$ cat src/rtl/sccb_pkg.sv
// sccb_pkg: shared types and constants for the SCCB write target.
// Holds the target FSM state encoding, the default device address and the
// number of sioc edges per phase (8 data bits plus one don't-care bit).
package sccb_pkg;

  // 7-bit write address in [7:1]; bit 0 is the R/W flag and is ignored here.
  localparam logic [7:0] DEV_ID_DEFAULT = 8'h42;

  // Every SCCB phase is 8 bits followed by a don't-care bit.
  localparam int PHASE_BITS = 9;

  typedef enum logic [2:0] {
    IDLE      = 3'd0,
    ID        = 3'd1,
    SUB       = 3'd2,
    DATA      = 3'd3,
    WAIT_STOP = 3'd4,
    IGNORE    = 3'd5
  } state_e;

  // True when a received ID byte addresses this device for a write.
  function automatic logic id_is_write_to(input logic [7:0] rx, input logic [7:0] dev);
    return (rx[7:1] == dev[7:1]) && !rx[0];
  endfunction

endpackage

$ cat src/rtl/sccb_sync_edge.sv
// sccb_sync_edge: multi-flop synchronizer with one-cycle-delayed copy and edge flags.
// Latency: SYNC_STAGES clk from d_i to sync_o; rise_o/fall_o valid in the same cycle as sync_o.
// Backpressure: none, free-running sampler.
// Ports: clk, rst (async, active-high); d_i async input; sync_o synchronized value;
//        prev_o sync_o delayed one clk; rise_o / fall_o single-cycle edge flags.
module sccb_sync_edge #(
  parameter int SYNC_STAGES = 2
) (
  input  logic clk,
  input  logic rst,
  input  logic d_i,
  output logic sync_o,
  output logic prev_o,
  output logic rise_o,
  output logic fall_o
);

  logic [SYNC_STAGES-1:0] sync_q;
  logic                   prev_q;

  // Reset to all ones so an idle (pulled-up) bus produces no edges on release.
  always_ff @(posedge clk or posedge rst) begin
    if (rst) begin
      sync_q <= '1;
      prev_q <= 1'b1;
    end else begin
      sync_q <= {sync_q[SYNC_STAGES-2:0], d_i};
      prev_q <= sync_q[SYNC_STAGES-1];
    end
  end

  assign sync_o = sync_q[SYNC_STAGES-1];
  assign prev_o = prev_q;
  assign rise_o = sync_o & ~prev_q;
  assign fall_o = ~sync_o & prev_q;

endmodule

$ cat src/rtl/sccb_target.sv
// sccb_target: SCCB (3-phase write) target that reports register writes to the core.
// Latency: wr_valid one clk after the synchronized 9th sioc edge of the data phase.
// Backpressure: none; each completed write is a one-clk pulse that the core must take.
// Ports: clk, rst (async, active-high); sioc/siod async bus inputs (siod never driven);
//        busy between start and stop; wr_valid/wr_addr/wr_data write report;
//        err protocol-error pulse; wr_count running count of completed writes.
module sccb_target
  import sccb_pkg::*;
#(
  parameter logic [7:0] DEV_ID      = DEV_ID_DEFAULT,
  parameter int         SYNC_STAGES = 2
) (
  input  logic        clk,
  input  logic        rst,
  input  logic        sioc,
  input  logic        siod,
  output logic        busy,
  output logic        wr_valid,
  output logic [7:0]  wr_addr,
  output logic [7:0]  wr_data,
  output logic        err,
  output logic [15:0] wr_count
);

  localparam logic [3:0] LAST_BIT = 4'(PHASE_BITS - 1);

  logic scl, scl_prev, scl_rise, scl_fall;
  logic sda, sda_prev, sda_rise, sda_fall;

  sccb_sync_edge #(.SYNC_STAGES(SYNC_STAGES)) u_sync_sioc (
    .clk    (clk),
    .rst    (rst),
    .d_i    (sioc),
    .sync_o (scl),
    .prev_o (scl_prev),
    .rise_o (scl_rise),
    .fall_o (scl_fall)
  );

  sccb_sync_edge #(.SYNC_STAGES(SYNC_STAGES)) u_sync_siod (
    .clk    (clk),
    .rst    (rst),
    .d_i    (siod),
    .sync_o (sda),
    .prev_o (sda_prev),
    .rise_o (sda_rise),
    .fall_o (sda_fall)
  );

  // The sampled siod level and the sioc falling edge play no part in decoding.
  logic unused_sync;
  assign unused_sync = ^{scl_fall, sda, sda_prev};

  // Requiring sioc high in both samples means an siod change coinciding with an
  // sioc rising edge is treated as a data sample, never as start/stop.
  logic start_det, stop_det;
  assign start_det = sda_fall & scl & scl_prev;
  assign stop_det  = sda_rise & scl & scl_prev;

  state_e      state_q, state_d;
  logic [3:0]  bit_cnt_q, bit_cnt_d;
  logic [7:0]  shift_q, shift_d;
  logic [7:0]  sub_q, sub_d;
  logic        wr_valid_q, wr_valid_d;
  logic        err_q, err_d;
  logic [7:0]  wr_addr_q, wr_addr_d;
  logic [7:0]  wr_data_q, wr_data_d;
  logic [15:0] wr_count_q, wr_count_d;

  always_ff @(posedge clk or posedge rst) begin
    if (rst) begin
      state_q    <= IDLE;
      bit_cnt_q  <= '0;
      shift_q    <= '0;
      sub_q      <= '0;
      wr_valid_q <= 1'b0;
      err_q      <= 1'b0;
      wr_addr_q  <= '0;
      wr_data_q  <= '0;
      wr_count_q <= '0;
    end else begin
      state_q    <= state_d;
      bit_cnt_q  <= bit_cnt_d;
      shift_q    <= shift_d;
      sub_q      <= sub_d;
      wr_valid_q <= wr_valid_d;
      err_q      <= err_d;
      wr_addr_q  <= wr_addr_d;
      wr_data_q  <= wr_data_d;
      wr_count_q <= wr_count_d;
    end
  end

  always_comb begin
    state_d    = state_q;
    bit_cnt_d  = bit_cnt_q;
    shift_d    = shift_q;
    sub_d      = sub_q;
    wr_valid_d = 1'b0;
    err_d      = 1'b0;
    wr_addr_d  = wr_addr_q;
    wr_data_d  = wr_data_q;
    wr_count_d = wr_count_q;

    if (stop_det) begin
      // A stop before the data byte is complete aborts a write in progress.
      if (state_q == SUB || state_q == DATA) begin
        err_d = 1'b1;
      end
      state_d   = IDLE;
      bit_cnt_d = '0;
    end else if (start_det) begin
      // Plain or repeated start: any partially received byte is dropped.
      state_d   = ID;
      bit_cnt_d = '0;
      shift_d   = '0;
    end else if (scl_rise) begin
      if (state_q == IDLE) begin
        err_d = 1'b1;
      end else if (bit_cnt_q == LAST_BIT) begin
        // 9th edge: the don't-care bit closes the phase without being shifted.
        bit_cnt_d = '0;
        unique case (state_q)
          ID: begin
            state_d = id_is_write_to(shift_q, DEV_ID) ? SUB : IGNORE;
          end
          SUB: begin
            sub_d   = shift_q;
            state_d = DATA;
          end
          DATA: begin
            wr_valid_d = 1'b1;
            wr_addr_d  = sub_q;
            wr_data_d  = shift_q;
            wr_count_d = wr_count_q + 16'd1;
            state_d    = WAIT_STOP;
          end
          WAIT_STOP: begin
            err_d = 1'b1;
          end
          default: ;
        endcase
      end else begin
        bit_cnt_d = bit_cnt_q + 4'd1;
        shift_d   = {shift_q[6:0], sda};
      end
    end
  end

  assign busy     = (state_q != IDLE);
  assign wr_valid = wr_valid_q;
  assign wr_addr  = wr_addr_q;
  assign wr_data  = wr_data_q;
  assign err      = err_q;
  assign wr_count = wr_count_q;

endmodule

$ cat config.mk
export PLATFORM = sky130hd
export DESIGN_NAME = sccb_target
export DESIGN_NICKNAME = d
export VERILOG_FILES = /design/src/rtl/sccb_pkg.sv /design/src/rtl/sccb_sync_edge.sv /design/src/rtl/sccb_target.sv
export SDC_FILE = /design/constraint.sdc
export NUM_CORES = 1
export LEC_CHECK = 0
export CORE_MARGIN = 1.5
export CORE_UTILIZATION = 56
export CTS_BUF_LIST = sky130_fd_sc_hd__clkbuf_8
export CTS_CLUSTER_SIZE = 10
export DETAILED_ROUTE_END_ITERATION = 7
export GPL_TIMING_DRIVEN = 1
export PLACE_DENSITY = 0.91
export SYNTH_ARGS = -nofsm -noshare
export SYNTH_HDL_FRONTEND = slang
export SYNTH_SLANG_ARGS = --single-unit
$ cat constraint.sdc
create_clock -name clk -period 2.4 [get_ports clk]
set_input_delay 0.48 -clock clk [delete_from_list [all_inputs] [get_ports clk]]
set_output_delay 0.48 -clock clk [all_outputs]
set_load 0.005 [all_outputs]
==> summary.md <==
| Metric | Value |
|---|---|
| Status | `completed` |
| Synth warnings | `0` |
| First-pass DRT Iterations | `5` |
| First-pass GRT wire length | `8.10 mm` |
| Vias in the first global route | `1,708` |
| Static Leak | `1.52 nW` |
| Clk slew on worst S/H paths | `0.07 ns` |
| Worst-Skew Late Latency | `0.34 ns` |
| Cell area after layout | `0.00334 mm²` |
| # port buffers | `38` |
| Final Skew | `0.00966 ns` |
| Cells after synthesis | `215` |
| Slew HR | `0.616` |
| Area grow syn2layout | `24.9%` |
| Setup bufs post-CTS | `0` |
| Die Y | `72.1 µm` |
| Slew @ Worst Pin | `0.575 ns` |
| Worst-case hold slack | `0.355 ns` |
| Largest net degree at the start of global routing | `28` |
| Layout Cells excl Fill | `321` |
| CTS sink count | `63` |
| Setup_tns | `0 ns` |
| GPL Wtd Cong | `0.869` |
| Worst Hold Depth | `0` |
| Detailed-route via count | `1,818` |
| Share of cells above drive strength 1 | `0.230` |
| HP Class | `reg2reg` |
| Library cells used by synthesis | `44` |
| Commonest non-fill, non-tap cell in the layout | `dfrtp_1` |
| # setup viols final | `0` |
| Die W | `72.1 µm` |
| Boundary pin count | `39` |
| Fillers | `279` |
| Post-synthesis sequential area ratio | `0.592` |
| Initial antenna violation count | `0` |
| Ant diodes | `0` |
| GRT Util Overall | `0.209` |
| Max Slew Vio Count | `0` |
| Via/cell ratio | `5.66` |
| RSZ-0062 raised after global routing | `false` |
| Cells after DPL | `306` |
| Hold_sp | `u_sync_sioc.sync_q[0]$_DFF_PP1_` |
| CTS HTree Levels | `3` |
| CTS Buf Count | `9` |
| Congestion Overflow GR | `0` |
| DRC viols | `0` |
| Async S/R FF share, synth | `1.00` |
| Routed wire per std cell | `15.0 µm` |
| Type of origin of the critical path | `register` |
| CP startpoint | `state_q[0]$_DFFE_PP0P_` |
| Clock Path Buffers | `2` |
| Initial Util | `0.598` |
| Flop and latch count out of synthesis | `63` |
| Max Freq | `453 MHz` |
| Power per cell area | `678 mW/mm²` |
| DRT Wirelength | `4.83 mm` |
| Rows | `24` |
| Final ANT Viol Nets | `0` |
| Max Fanout on Critical Path | `9` |
| Worst setup EP type | `output pin` |
| Avg Cell Area, Syn | `12.4 µm²` |
| Setup CP Type | `reg2out` |
| Die area | `0.00520 mm²` |
| MaxCap Viol Count | `0` |
| FF-to-FF End | `sub_q[4]$_DFFE_PP0P_` |
| Post-Syn Area | `0.00267 mm²` |
| Top_reg_cell synth | `dfrtp_1` |
| Period utilisation layout | `0.920` |
| Commonest cells after routing, fill and taps aside | `57 x dfrtp_1, 38 x clkdlybuf4s50_1, 26 x mux2_2` |
| 1st-iter DRT viols | `128` |
| DP HPWL | `3.37 mm` |
| RR Startpoint | `bit_cnt_q[0]$_DFFE_PP0P_` |
| Worst EP arrival | `1.73 ns` |
| Worst Hold End | `u_sync_sioc.sync_q[1]$_DFF_PP1_` |
| CTS tree | `built` |
| Final net count | `272` |
| Syn nets | `222` |
| R2R cell count | `6` |
| Root buf cell | `clkbuf_8` |
| Final hold vios | `0` |
| Max VDD drop | `0.539 mV` |
| CP required | `1.92 ns` |
| Post-synth EDFFs | `0` |
| Core region area | `0.00447 mm²` |
| Area of placed instances | `0.00316 mm²` |
| Period minus WS final | `2.21 ns` |
| Reg-to-reg setup timing slack | `0.39 ns` |
==> cells by family (layout without fill, tap and decap cells) <==
logic type,Yosys count,after routing,share of synthesized area
AOI/OAI and AO/OA,21,21,0.0477
xor gates and xnor gates,16,16,0.0552
adders and majority gates,3,3,0.0140
buffers and inverters,11,65,0.0168
DFF,63,63,0.592
muxes,27,27,0.113
and+or+nand+nor,74,74,0.161
==> where the power goes <==
group / internal [mW] / switching, mW / leakage (nW) / total, mW
Combinational: 0.0916 / 0.103 / 0.582 / 0.195
Sequential: 1.13 / 0.0930 / 0.844 / 1.23
Clock: 0.462 / 0.379 / 0.0975 / 0.841
Total: 1.69 / 0.575 / 1.52 / 2.26
==> cell type report <==
class	instances	area, µm²	share of cell area
timing repair buffer	43	430	0.129
clock buffer	9	124	0.0371
sequential	63	1580	0.474
tap	52	65.1	0.0195
inverter	7	26.3	0.00787
multi-input combinational	141	1050	0.316
clock inverter	6	55.1	0.0165
==> Yosys cell counts, types with 3 or more instances <==
master,instances,area (µm²)
nand3_1,9,45.0
a21oi_1,5,25.0
nor2_1,6,22.5
inv_1,7,26.3
ha_1,3,37.5
o21ai_0,8,40.0
dfrtp_1,57,1430
nor3_1,7,35.0
nand4_1,5,31.3
xnor2_1,9,78.8
mux2_2,26,293
buf_2,3,15.0
dfstp_2,6,158
nand2_1,23,86.3
xor2_1,6,52.6
nand2b_1,3,18.8
==> critical path, stage by stage (launching register included) <==
cell             delay [ns]
dfrtp_1                0.50
nor3_2                 0.30
inv_1                  0.13
clkdlybuf4s50_1        0.46
==> worst max path at each step <==
stage,end,slack (ns),cells after the start
floorplan,bit_cnt_q[0]$_DFFE_PP0P_,0.36,1
global placement,sub_q[3]$_DFFE_PP0P_,0.47,6
finish,busy,0.19,3
global route,busy,0.12,3
CTS,busy,0.08,3
detailed placement,sub_q[4]$_DFFE_PP0P_,0.40,6
==> sequential cells by signal (all words and copies together) (netlist names), 2 cells and up <==
name and cells:
bit_cnt_q 4, wr_addr 8, u_sync_sioc.sync_q 2, sub_q 8, wr_data 8, wr_count 16, u_sync_siod.sync_q 2, shift_q 8
state_q 3
==> through the flow <==
step | power, mW | worst slack, ns | util
6_report | 2.26 | 0.193 | 0.746
5_1_grt | 2.36 | 0.123 | 0.746
4_1_cts | 2.28 | 0.0758 | 0.745
3_5_place_dp | 1.44 | 0.395 | 0.705
3_3_place_gp | 1.42 | 0.474 | 0.705
2_1_floorplan | 1.36 | 0.360 | -
==> routing by layer <==
layer / track usage / routed length [µm] / up-vias / part of all wire
met3: 0.0708 / 284 / 4 / 0.059
met1: 0.272 / 2170 / 900 / 0.45
met4: 0.101 / 51 / 0 / 0.011
met2: 0.318 / 2320 / 62 / 0.48
met5: 0 / 0 / - / 0
li1: - / - / 852 / -
==> repair_timing <==
item / in CTS / in global routing
endpoints found under the setup margin: 0 / 1
resized for setup: 0 / 1
hold buffers: 0 / 0
No activity file was read; power rests on OpenSTA's default activity.
